===== config.mk =====
export PLATFORM = sky130hd
export DESIGN_NAME = crack
export DESIGN_NICKNAME = d
export VERILOG_FILES = /design/src/rtl/crack_pkg.sv /design/src/rtl/crack_s_mem.sv /design/src/rtl/crack.sv
export SDC_FILE = /design/constraint.sdc
export NUM_CORES = 2
export LEC_CHECK = 0
export BUFFER_PORTS_ARGS = -buffer_cell sky130_fd_sc_hd__buf_4
export CORE_ASPECT_RATIO = 1.5
export CORE_MARGIN = 2
export CORE_UTILIZATION = 52
export CTS_CLUSTER_SIZE = 8
export DETAILED_ROUTE_END_ITERATION = 6
export PLACE_DENSITY_LB_ADDON = 0.15
export SETUP_SLACK_MARGIN = 0.05
export SLEW_MARGIN = 20
export SYNTH_ARGS = -nofsm -noshare
export SYNTH_HDL_FRONTEND = slang
export SYNTH_HIERARCHICAL = 1
export SYNTH_SLANG_ARGS = --single-unit

===== constraint.sdc =====
create_clock -name clk -period 11.09 [get_ports clk]
set_clock_uncertainty 0.1 [all_clocks]
set_input_delay 1.6635 -clock clk [delete_from_list [all_inputs] [get_ports clk]]
set_output_delay 1.6635 -clock clk [all_outputs]
set_load 0.01 [all_outputs]

===== src/rtl/crack_pkg.sv =====
// Shared types and constants for the ARC4 brute-force key search engine.
package crack_pkg;

  localparam int unsigned KEY_W   = 24;
  localparam logic [7:0]  CHAR_LO = 8'h20;
  localparam logic [7:0]  CHAR_HI = 8'h7E;

  typedef enum logic [3:0] {
    StIdle,
    StRdLen,
    StInit,
    StKsaRdI,
    StKsaRdJ,
    StKsaSwap,
    StPrgaRdI,
    StPrgaRdJ,
    StPrgaSwap,
    StPrgaCt,
    StCheck,
    StNext,
    StDone
  } state_e;

  // Key byte k[sel]; k[0] is the most significant byte of the candidate.
  function automatic logic [7:0] key_byte(input logic [KEY_W-1:0] cand, input logic [1:0] sel);
    case (sel)
      2'd0:    return cand[23:16];
      2'd1:    return cand[15:8];
      default: return cand[7:0];
    endcase
  endfunction

endpackage


===== src/rtl/crack_s_mem.sv =====
// 256x8 S-box register file: one synchronous write port, two combinational read ports.
module s_mem (
  input  logic       clk,
  input  logic [7:0] wr_addr,
  input  logic [7:0] wr_data,
  input  logic       wr_en,
  input  logic [7:0] rd_addr_a,
  output logic [7:0] rd_data_a,
  input  logic [7:0] rd_addr_b,
  output logic [7:0] rd_data_b
);

  logic [7:0] mem_q [256];

  always_ff @(posedge clk) begin
    if (wr_en) mem_q[wr_addr] <= wr_data;
  end

  assign rd_data_a = mem_q[rd_addr_a];
  assign rd_data_b = mem_q[rd_addr_b];

endmodule


===== src/rtl/crack.sv =====
// ARC4 key search: tries every key in [low_key, high_key] until the decrypted message
// is entirely printable ASCII.
module crack
  import crack_pkg::*;
(
  input  logic             clk,
  input  logic             rst_n,
  input  logic             en,
  output logic             rdy,
  output logic [KEY_W-1:0] key,
  output logic             key_valid,
  output logic [7:0]       ct_addr,
  input  logic [7:0]       ct_rddata,
  input  logic [KEY_W-1:0] low_key,
  input  logic [KEY_W-1:0] high_key
);

  state_e           state_q, state_d;
  logic [7:0]       i_q, i_d, j_q, j_d, n_q, n_d, len_q, len_d;
  logic [7:0]       si_q, si_d, sj_q, sj_d, pt_q, pt_d, ct_addr_q, ct_addr_d;
  logic [1:0]       km_q, km_d;
  logic             len_pend_q, len_pend_d, rdy_q, rdy_d, key_valid_q, key_valid_d;
  logic [KEY_W-1:0] cand_q, cand_d, high_q, high_d, key_q, key_d;

  logic [7:0] wr_addr, wr_data, rd_addr_a, rd_addr_b, rd_data_a, rd_data_b;
  logic       wr_en;

  s_mem u_s_mem (
    .clk       (clk),
    .wr_addr   (wr_addr),
    .wr_data   (wr_data),
    .wr_en     (wr_en),
    .rd_addr_a (rd_addr_a),
    .rd_data_a (rd_data_a),
    .rd_addr_b (rd_addr_b),
    .rd_data_b (rd_data_b)
  );

  always_comb begin
    state_d     = state_q;
    i_d         = i_q;
    j_d         = j_q;
    n_d         = n_q;
    len_d       = len_q;
    si_d        = si_q;
    sj_d        = sj_q;
    pt_d        = pt_q;
    km_d        = km_q;
    len_pend_d  = len_pend_q;
    cand_d      = cand_q;
    high_d      = high_q;
    key_d       = key_q;
    key_valid_d = key_valid_q;
    rdy_d       = rdy_q;
    ct_addr_d   = ct_addr_q;
    wr_en       = 1'b0;
    wr_addr     = i_q;
    wr_data     = 8'h00;
    rd_addr_a   = i_q;
    rd_addr_b   = j_q;

    case (state_q)
      StIdle, StDone: begin
        if (en) begin
          cand_d      = low_key;
          high_d      = high_key;
          key_d       = '0;
          key_valid_d = 1'b0;
          rdy_d       = 1'b0;
          ct_addr_d   = 8'h00;
          state_d     = StRdLen;
        end
      end
      StRdLen: begin
        len_pend_d = 1'b1;
        i_d        = 8'h00;
        state_d    = StInit;
      end
      StInit: begin
        wr_en   = 1'b1;
        wr_data = i_q;
        // The length byte addressed in StRdLen arrives during the first init cycle.
        if (len_pend_q) begin
          len_d      = ct_rddata;
          len_pend_d = 1'b0;
        end
        i_d = i_q + 8'd1;
        if (i_q == 8'hFF) begin
          j_d     = 8'h00;
          km_d    = 2'd0;
          state_d = StKsaRdI;
        end
      end
      StKsaRdI: begin
        si_d    = rd_data_a;
        j_d     = j_q + rd_data_a + key_byte(cand_q, km_q);
        km_d    = (km_q == 2'd2) ? 2'd0 : km_q + 2'd1;
        state_d = StKsaRdJ;
      end
      StKsaRdJ: begin
        sj_d    = rd_data_b;
        wr_en   = 1'b1;
        wr_addr = j_q;
        wr_data = si_q;
        state_d = StKsaSwap;
      end
      StKsaSwap: begin
        wr_en   = 1'b1;
        wr_data = sj_q;
        i_d     = i_q + 8'd1;
        state_d = StKsaRdI;
        if (i_q == 8'hFF) begin
          j_d = 8'h00;
          n_d = 8'd1;
          if (len_q == 8'h00) begin
            key_d       = cand_q;
            key_valid_d = 1'b1;
            rdy_d       = 1'b1;
            state_d     = StDone;
          end else begin
            state_d = StPrgaRdI;
          end
        end
      end
      StPrgaRdI: begin
        rd_addr_a = n_q;
        si_d      = rd_data_a;
        j_d       = j_q + rd_data_a;
        state_d   = StPrgaRdJ;
      end
      StPrgaRdJ: begin
        sj_d      = rd_data_b;
        wr_en     = 1'b1;
        wr_addr   = j_q;
        wr_data   = si_q;
        ct_addr_d = n_q;
        state_d   = StPrgaSwap;
      end
      StPrgaSwap: begin
        wr_en   = 1'b1;
        wr_addr = n_q;
        wr_data = sj_q;
        state_d = StPrgaCt;
      end
      StPrgaCt: begin
        rd_addr_a = si_q + sj_q;
        pt_d      = rd_data_a ^ ct_rddata;
        state_d   = StCheck;
      end
      StCheck: begin
        if (pt_q < CHAR_LO || pt_q > CHAR_HI) begin
          state_d = StNext;
        end else if (n_q == len_q) begin
          key_d       = cand_q;
          key_valid_d = 1'b1;
          rdy_d       = 1'b1;
          state_d     = StDone;
        end else begin
          n_d     = n_q + 8'd1;
          state_d = StPrgaRdI;
        end
      end
      StNext: begin
        // ">=" also covers low_key > high_key and stops at 24'hFFFFFF without wrapping.
        if (cand_q >= high_q) begin
          key_d       = '0;
          key_valid_d = 1'b0;
          rdy_d       = 1'b1;
          state_d     = StDone;
        end else begin
          cand_d  = cand_q + 24'd1;
          i_d     = 8'h00;
          state_d = StInit;
        end
      end
      default: state_d = StIdle;
    endcase
  end

  always_ff @(posedge clk) begin
    if (rst_n) begin
      state_q     <= StIdle;
      i_q         <= 8'h00;
      j_q         <= 8'h00;
      n_q         <= 8'h00;
      len_q       <= 8'h00;
      si_q        <= 8'h00;
      sj_q        <= 8'h00;
      pt_q        <= 8'h00;
      km_q        <= 2'd0;
      len_pend_q  <= 1'b0;
      cand_q      <= '0;
      high_q      <= '0;
      key_q       <= '0;
      key_valid_q <= 1'b0;
      rdy_q       <= 1'b1;
      ct_addr_q   <= 8'h00;
    end else begin
      state_q     <= state_d;
      i_q         <= i_d;
      j_q         <= j_d;
      n_q         <= n_d;
      len_q       <= len_d;
      si_q        <= si_d;
      sj_q        <= sj_d;
      pt_q        <= pt_d;
      km_q        <= km_d;
      len_pend_q  <= len_pend_d;
      cand_q      <= cand_d;
      high_q      <= high_d;
      key_q       <= key_d;
      key_valid_q <= key_valid_d;
      rdy_q       <= rdy_d;
      ct_addr_q   <= ct_addr_d;
    end
  end

  assign rdy       = rdy_q;
  assign key       = key_q;
  assign key_valid = key_valid_q;
  assign ct_addr   = ct_addr_q;

endmodule


==> results.toml <==
[synthesis]
async_flop_share_pct = 0
syn_inst = 5939
synth_commonest_cells = "edfxtp_1, mux4_2, nor2_1"
yosysTopAreaCell = "edfxtp_1"
ys_ff_latch = 2193
synth_ff_type = "edfxtp_1"
seq_area_frac_synth_pct = 61.2
netlist_area_mm2 = 0.105
syn_avg_cell_area_um2 = 17.7
yosys_warnings = 6
synth_area_leaders = "edfxtp_1, mux4_2, dfxtp_1"
synth.most_common_cell = "edfxtp_1"
synth_nets = 6049
synth_top_cell_area_share_pct = 58.4
synth_edf_count = 2048
ys_types = 93

[global_route]
grt_pass1_vias = 64100
grt_overflow = 0
grt_max_degree = 120
track_usage_pct = 32.8
grt_pass1_wl_um = 476000
grt_antenna_before_repair = 9

[floorplan]
die_w_um = 371
pin_count = 93
start_util_pct = 52.3
die_y_um = 555
die_area_mm2 = 0.206
floorplan.rows = 202
core-area_mm2 = 0.201

[final_layout]
area_growth_pct = 11.0
drive_gt1_share_pct = 29.9
num-fill-cells = 14800
final_util_pct = 58.0
seq_area_mm2 = 0.0644
finalNetCount = 6202
multiInputGateArea_mm2 = 0.0380

[critical_path]
reg2reg_depth = 26
reg2reg_to = "j_q[7]"
crit_required_ns = 11.68
path_class = "reg -> reg"
start_kind = "flip-flop"
cp_max_fo = 91
arrival_ns = 9.72
worstSetupEndpointType = "flip-flop"
r2r_setup_slack_ns = 1.96
r2r-start = "state_q[0]"

[sta]
worst_pin_slew_ns = 1.30
setup_violations = 0
fmax_mhz = 109
drv_slew = 0
rsz0062_at_grt = "false"
finalHoldViolCount = 0
finalCriticalPeriod_ns = 9.13
final.period_utilization_pct = 82.4
fin_ws_ns = 1.96
fin_setup_tns_ns = 0
maxSlewHeadroom_pct = 13.3

[route]
ant_nets = 0
num_vias = 63400
drtPass1Iterations = 7
wl_per_cell_um = 38.4
drc = 5
vias_per_cell = 7.20
first_iter_violations = 8825
wirelength_um = 338000

[clock_tree]
ctsHoldBuffers = 0
cts_setup_buffers = 0
cts_tree = "yes"
cts-buffers-inserted = 316
h-tree-depth = 5
cts.clk_slew.worst_paths_ns = 0.06
cts_root_buf = "clkbuf_16"
clock-sinks = 2193
cts_buffer_depth = 4
clkLatencyLatePin_ns = 0.86
cts_resized = 0

[power_and_ir_drop]
p_switching_mw = 6.39
leakage_nw = 34.0
pwr-share-seq_pct = 40.9
p_int_mw = 16.2
post-layout-total-power_mw = 22.6
p_per_area_mw_per_mm2 = 193
p_comb_share_pct = 21.5
peakVddDrop_uv = 118
p_clk_share_pct = 37.6
p_sw_share_pct = 28.3

[flow_run]
cap_violations = 0

[placed_design]
place_worst_setup_slack_ns = 2.17
numPortBuffers = 92
gp_congestion = 0.966
dp_hpwl_um = 219000

[hold_path]
holdPathStages = 2
min_to = "rdy"
hp-class = "reg -> reg"
worstHoldStart = "rdy"

[outcome]
failed_checks = "DRC"
status = "finished with violations"
## worst max path at each step
| stage | startpoint | endpoint | cells past startpoint |
|---|---|---|---|
| 2_1_floorplan | state_q[3] | j_q[7] | 29 |
| 3_3_place_gp | state_q[0] | j_q[7] | 26 |
| 3_5_place_dp | state_q[0] | j_q[7] | 26 |
| 4_1_cts | state_q[0] | j_q[7] | 26 |
| 5_1_grt | state_q[0] | j_q[7] | 28 |
| 6_report | state_q[0] | j_q[7] | 26 |
## layout by cell type, fill, tap and decap left out, drive strengths merged, types with 39 or more instances in the layout
| cell type | Yosys | final |
|---|---|---|
| mux4 | 1051 | 1051 |
| a22o | 46 | 46 |
| inv | 49 | 59 |
| mux2i | 245 | 245 |
| ha | 48 | 48 |
| nor3 | 39 | 39 |
| dfxtp | 145 | 145 |
| buf | 290 | 299 |
| a211oi | 50 | 50 |
| o21ai | 91 | 91 |
| a21oi | 206 | 206 |
| nand2 | 316 | 316 |
| edfxtp | 2048 | 2048 |
| a221oi | 39 | 39 |
| o22ai | 51 | 51 |
| nor2 | 378 | 378 |
| nand3 | 88 | 88 |
| clkbuf | 174 | 354 |
| a22oi | 91 | 91 |
| o221ai | 69 | 69 |
## area by class of cell
cell class | instances | area share [%]
sequential | 2193 | 55.2
multi-input combinational | 3229 | 32.5
clock buffer | 354 | 7.04
tap | 2652 | 2.84
timing repair buffer | 299 | 2.17
inverter | 53 | 0.174
clock inverter | 11 | 0.0889
antenna | 13 | 0.0279
## logic make-up (layout without fill, tap and decap cells)
family,Yosys count,count (layout),synth area share (%)
DFF,2193,2193,61.2
muxes,1334,1334,25.2
and+or+nand+nor,1010,1010,4.34
AOI/OAI and AO/OA,797,797,5.31
buffers and inverters,517,717,3.02
adders and majority gates,51,51,0.628
xor gates and xnor gates,37,37,0.308
other,0,13,0
## per-layer routing
layer	share of wire, %	global-route usage, %	vias up
met3	9.1	6.58	979
met1	34	40.3	33300
met2	49	53.2	3942
met4	7.7	21.2	6
li1	-	-	25100
met5	0.010	0	-
## through the flow
| step | instances | hold WS, ns | instance area (um2) |
|---|---|---|---|
| after floorplan | 5939 | 0.336 | 105000 |
| after global placement | 8425 | 0.338 | 108000 |
| after detailed placement | 8425 | 0.347 | 108000 |
| after CTS | 8790 | 0.357 | 117000 |
| after global routing | 8792 | 0.372 | 117000 |
| final | 8804 | 0.349 | 117000 |
## flip-flops by register name, indices dropped and copies added, names as in the netlist
signal	count
si_q	8
high_q	24
j_q	8
u_s_mem/mem_q	2048
state_q	4
key	24
rdy	1
ct_addr	8
len_pend_q	1
i_q	8
sj_q	8
pt_q	8
n_q	8
key_valid	1
km_q	2
cand_q	24
len_q	8
## power groups by stage
stage	logic (mW)	clock network [mW]	registers, mW
after floorplan	3.42	0	9.27
after global placement	4.77	0	9.38
after detailed placement	4.79	0	9.38
after CTS	4.80	8.58	9.23
after global routing	5.03	8.91	9.23
final	4.85	8.50	9.23
## worst max-delay path, cell delays in order, from the launching register on
cell	delay (ns)
dfxtp_1	0.95
nand2b_1	0.29
nor2_1	0.08
buf_4	0.22
nor2_1	0.41
nand2_1	0.17
nand2_4	0.51
buf_12	0.41
buf_4	0.62
mux4_2	0.41
mux4_2	0.53
a21oi_1	0.78
a211oi_1	0.42
buf_4	0.27
ha_1	0.33
nor2b_1	0.15
o21ai_0	0.20
a21oi_1	0.13
o21a_1	0.19
or3_1	0.32
and2_1	0.17
ha_1	0.22
o41ai_1	0.39
xnor2_1	0.19
nor4_1	0.07
a31oi_1	0.17
a31oi_1	0.09
(Power assumes the default switching activity.)
